===== src/rtl/draw_ball.sv =====
// Square ball sprite rasteriser: scans a SIZE x SIZE block row-major from a
// latched top-left corner, clipping pixels outside the 160x120 visible area.
module draw_ball #(
  parameter int unsigned SIZE = 4
) (
  input  logic       clock,
  input  logic       resetn,
  input  logic       start,
  input  logic [7:0] ballX,
  input  logic [6:0] ballY,
  input  logic [2:0] colourIn,
  output logic [7:0] drawX,
  output logic [6:0] drawY,
  output logic [2:0] colour,
  output logic       plot,
  output logic       busy,
  output logic       done
);

  typedef enum logic [1:0] {
    IDLE = 2'd0,
    DRAW = 2'd1,
    DONE = 2'd2
  } state_t;

  localparam logic [2:0] LAST = 3'(SIZE - 1);

  state_t     state, nextState;
  logic [7:0] baseX;
  logic [6:0] baseY;
  logic [2:0] baseColour;
  logic [2:0] dx, dy;
  logic [8:0] sumX;
  logic [7:0] sumY;
  logic       lastCol, lastPixel;

  assign lastCol   = (dx == LAST);
  assign lastPixel = lastCol && (dy == LAST);

  always_comb begin
    nextState = state;
    case (state)
      IDLE:    if (start) nextState = DRAW;
      DRAW:    if (lastPixel) nextState = DONE;
      DONE:    nextState = IDLE;
      default: nextState = IDLE;
    endcase
  end

  always_ff @(posedge clock or negedge resetn) begin
    if (!resetn) state <= IDLE;
    else         state <= nextState;
  end

  // Counters freeze on the final pixel so the outputs keep showing it
  // through DONE and IDLE without a separate holding register.
  always_ff @(posedge clock or negedge resetn) begin
    if (!resetn) begin
      baseX      <= '0;
      baseY      <= '0;
      baseColour <= '0;
      dx         <= '0;
      dy         <= '0;
    end else if (state == IDLE && start) begin
      baseX      <= ballX;
      baseY      <= ballY;
      baseColour <= colourIn;
      dx         <= '0;
      dy         <= '0;
    end else if (state == DRAW && !lastPixel) begin
      if (lastCol) begin
        dx <= '0;
        dy <= dy + 3'd1;
      end else begin
        dx <= dx + 3'd1;
      end
    end
  end

  always_comb begin
    sumX   = {1'b0, baseX} + {6'b0, dx};
    sumY   = {1'b0, baseY} + {5'b0, dy};
    drawX  = sumX[7:0];
    drawY  = sumY[6:0];
    colour = baseColour;
    busy   = (state == DRAW);
    done   = (state == DONE);
    plot   = busy && (sumX <= 9'd159) && (sumY <= 8'd119);
  end

endmodule


===== config.mk =====
export PLATFORM = sky130hd
export DESIGN_NAME = draw_ball
export DESIGN_NICKNAME = d
export VERILOG_FILES = /design/src/rtl/draw_ball.sv
export SDC_FILE = /design/constraint.sdc
export NUM_CORES = 1
export LEC_CHECK = 0
export BUFFER_PORTS_ARGS = -buffer_cell sky130_fd_sc_hd__buf_2
export CAP_MARGIN = 20
export CORE_MARGIN = 2
export CORE_UTILIZATION = 35
export DETAILED_ROUTE_END_ITERATION = 6
export GPL_ROUTABILITY_DRIVEN = 1
export MAX_ROUTING_LAYER = met4
export PLACE_DENSITY = 0.58
export SLEW_MARGIN = 25
export SYNTH_ARGS = -nofsm -noshare
export SYNTH_HDL_FRONTEND = slang
export SYNTH_SLANG_ARGS = --single-unit

===== constraint.sdc =====
create_clock -name clock -period 2.21 [get_ports clock]
set_clock_uncertainty 0.15 [all_clocks]
set_input_delay 0.1105 -clock clock [delete_from_list [all_inputs] [get_ports clock]]
set_output_delay 0.1105 -clock clock [all_outputs]
set_load 0.05 [all_outputs]

==> out/metrics.csv <==
stage,metric,value,unit
outcome,status,"complete, but fails checks",
outcome,failing checks,negative setup slack,
logic_synthesis,Ys Warns,0,
timing,final critical-path required period,2400,ps
placed_design,post-DP HPWL,2.581,mm
logic_synthesis,largest cells by area after synthesis,"dfrtp_1 (43%), nand2_1 (15%), ha_1 (7.4%)",
logic_synthesis,XOR/XNOR Fraction of Synth Area,5.185,%
timing,Achievable Freq,416.7,MHz
drt,DRC Markers,0,
logic_synthesis,synthesized flop and latch total,26,
global_route,largest net degree at the start of global routing,27,
clock_tree,TritonCTS Buffers,3,
clock_tree,H-tree Lvls,1,
placed_design,placed instance count,274,
logic_synthesis,mapped cell area,1520,µm²
clock_tree,"Clk pin slew, worst setup/hold paths",90,ps
logic_synthesis,syn nets,204,
global_route,"Remaining Overflow, GRT",0,
drt,Detail Route Antenna Nets,0,
global_route,first-pass GRT wire length,6.279,mm
timing,fin crit share,108.6,%
setup_path,CP max FO,4,
global_route,number of global-route vias before repair,1410,
setup_path,Buf/Inv on CP,2,
timing,Final Max Tran Viols,0,
logic_synthesis,post-synthesis adder-cell area fraction,10.04,%
logic_synthesis,Cell variety after synth,31,
hold_path,Hold Path Class,primary input to flop,
drt,Vias/cell,4.736,
finish,antenna cells,0,
logic_synthesis,largest family of logic cells by synthesized area,simple AND/OR/NAND/NOR gates,
clock_tree,Clock Path Buffers,2,
floorplanning,die width,69.91,µm
job,max-cap viol count,0,
setup_path,Setup crit start kind,flop,
clock_tree,clk root buf,clkbuf_8,
floorplanning,Initial Utilization,37.20,%
setup_path,CP max stage delay,370,ps
floorplanning,Ports,42,
logic_synthesis,Gate Count Post-Synth,172,
setup_path,cell family with most CP delay,compound AO/OA/AOI/OAI gates,
drt,total wire length,3.765,mm
floorplanning,num rows,23,
setup_path,critical path class,flop to output port,
setup_path,"Slowest-stage cell, CP",fa_2,
floorplanning,Die Y,69.91,µm
clock_tree,CTS tree,built,
finish,Final Net Count,282,
setup_path,WP data arrival,2140,ps
logic_synthesis,Avg Inst Size Synth,8.838,µm²
placed_design,"Cell Area, Placed",1929,µm²
finish,design area,2313,µm²
setup_path,Crit path required time,1950,ps
placed_design,routability cong.,0.7606,
setup_path,crit end category,output port,
finish,Syn-to-layout area delta,52.18,%
floorplanning,core footprint,4086,µm²
drt,Vias,1416,
finish,Non-Filler Instances,299,
clock_tree,Sink Count,26,
clock_tree,clk_lat worst skew,270,ps
global_route,Total Routing Usage GR,16.31,%
drt,DRT Pass-1 Iters,4,
drt,initial drt markers,66,
logic_synthesis,post-synthesis sequential area ratio,42.80,%
logic_synthesis,Compound-Gate Fraction of Synth Area,10.21,%
setup_path,cell chain of the critical path,ha_2 -> inv_1 -> fa_2 -> nand3b_1 -> a21oi_1 -> o21ai_2 -> a311oi_4 -> buf_6,
finish,Layout Utilization,56.61,%
logic_synthesis,mux cell area share after synthesis,1.975,%
logic_synthesis,area share of the largest cell type after synthesis,42.80,%
timing,Fin. Hold Viols,0,
timing,Slew HR,60.07,%
logic_synthesis,Synth area leader,dfrtp_1,
placed_design,PortBufs,41,
timing,setup violators final,2,
timing,Slew @ Worst Pin,598.9,ps
timing,RSZ-0062 raised after global routing,yes,
drt,WL/cell,12.59,µm
finish,layout cells sized above 1,34.94,%
floorplanning,die area,4887,µm²
global_route,initial antenna violation count,0,
timing,final setup margin,-189.8,ps
logic_synthesis,Synth Area in Simple Gates,26.58,%
-- cell usage after synthesis --
cell type / instances
nand4bb_1: 1
a211oi_2: 1
nand2_1: 62
a31o_2: 1
fa_1: 2
and2_1: 2
o21ai_0: 8
and3_1: 5
dfrtp_1: 26
nor3b_1: 1
xor2_1: 4
a21oi_1: 5
nor3_2: 1
nor3_1: 1
nand2b_1: 1
nand3b_1: 1
a21o_1: 2
o221ai_1: 1
xnor2_1: 5
clkbuf_1: 5
nor3b_2: 1
or3_4: 1
a2111oi_4: 1
nand3_1: 3
ha_1: 9
nor2b_1: 3
mux2i_1: 3
nor2_1: 6
a311oi_1: 1
inv_1: 8
a21oi_2: 1
-- state kept, by name, summed over array words and instances, names as in the netlist --
| register | flops |
|---|---|
| baseY | 7 |
| baseX | 8 |
| dy | 3 |
| state | 2 |
| colour | 3 |
| dx | 3 |
-- logic make-up after synthesis --
| kind of cell | Yosys count |
|---|---|
| buffers and inverters | 13 |
| AND/OR/NAND/NOR | 89 |
| multiplexers | 3 |
| adder cells (fa/ha/maj) | 11 |
| XOR/XNOR | 9 |
| AO/OA/AOI/OAI | 21 |
| flip-flops | 26 |
-- layout make-up --
cell class              instances  area (µm²)
repair buffers                 78       563.0
flip-flops and latches         26       650.6
multi-input cells             133       952.2
fillers                       359        1773
well taps                      50       62.56
inverters                       8       30.03
clock buffers                   4       55.05
-- per-layer routing --
layer | global-route usage, % | up-vias | share of wire [%]
li1 | - | 718 | -
met1 | 20.36 | 671 | 46
met2 | 27.72 | 23 | 49
met3 | 2.309 | 4 | 3.1
met4 | 4.487 | 0 | 1.2
met5 | - | - | 0
-- layout by cell type, fill, tap and decap left out, types with 3 or more instances in the layout --
cell type,synthesis,layout
nand2_1,62,62
buf_2,0,34
dfrtp_1,26,26
buf_4,0,20
dlygate4sd3_1,0,19
inv_1,8,8
and3_1,5,5
a21oi_1,5,5
nor2_1,6,4
o21ai_0,8,4
ha_1,9,4
clkbuf_8,0,4
buf_6,0,4
xor2_1,4,3
xnor2_1,5,3
nand3_1,3,3
nor2b_1,3,3
mux2i_1,3,3
ha_4,0,3
-- through the flow --
step / setup slack, ps / hold WS [ps] / TNS (ps)
final: -189.8 / 199.7 / -240.7
after floorplan: -166.4 / -335.1 / -166.4
after global placement: -67.14 / 2.061 / -67.14
after CTS: -182.6 / 198.0 / -182.6
after global routing: -250.4 / 252.3 / -569.9
after detailed placement: -87.49 / 2.067 / -87.49
-- worst min-delay path, cell delays in order --
cell     delay [ps]
buf_2           100
and2_1          240
nand2_1         110
nand2_1          40
-- final timing paths --
path / start / end / slack [ps] / depth (start not counted)
max in group asynchronous: resetn / dx[2] / 1290 / 2
hold / removal: start / baseY[6] / 200 / 4
setup reg to reg: dy[1] / dy[2] / 450 / 5
min in group asynchronous: resetn / colour[1] / 230 / 2
hold reg to reg: colour[2] / colour[2] / 330 / 2
setup / recovery: baseX[0] / plot / -190 / 8
-- what timing repair did --
item / CTS / global route
hold buffers: 19 / 0
cloned: 0 / 0
pin swaps: 3 / 5
gates resized for setup: 19 / 12
setup buffers: 2 / 1
setup endpoints to repair: 7 / 8
hold endpoints to repair: 44 / 0
Power is left out: the tool's default activity adds up to more than one toggle a clock period on the data nets, which glitch-free logic cannot reach.
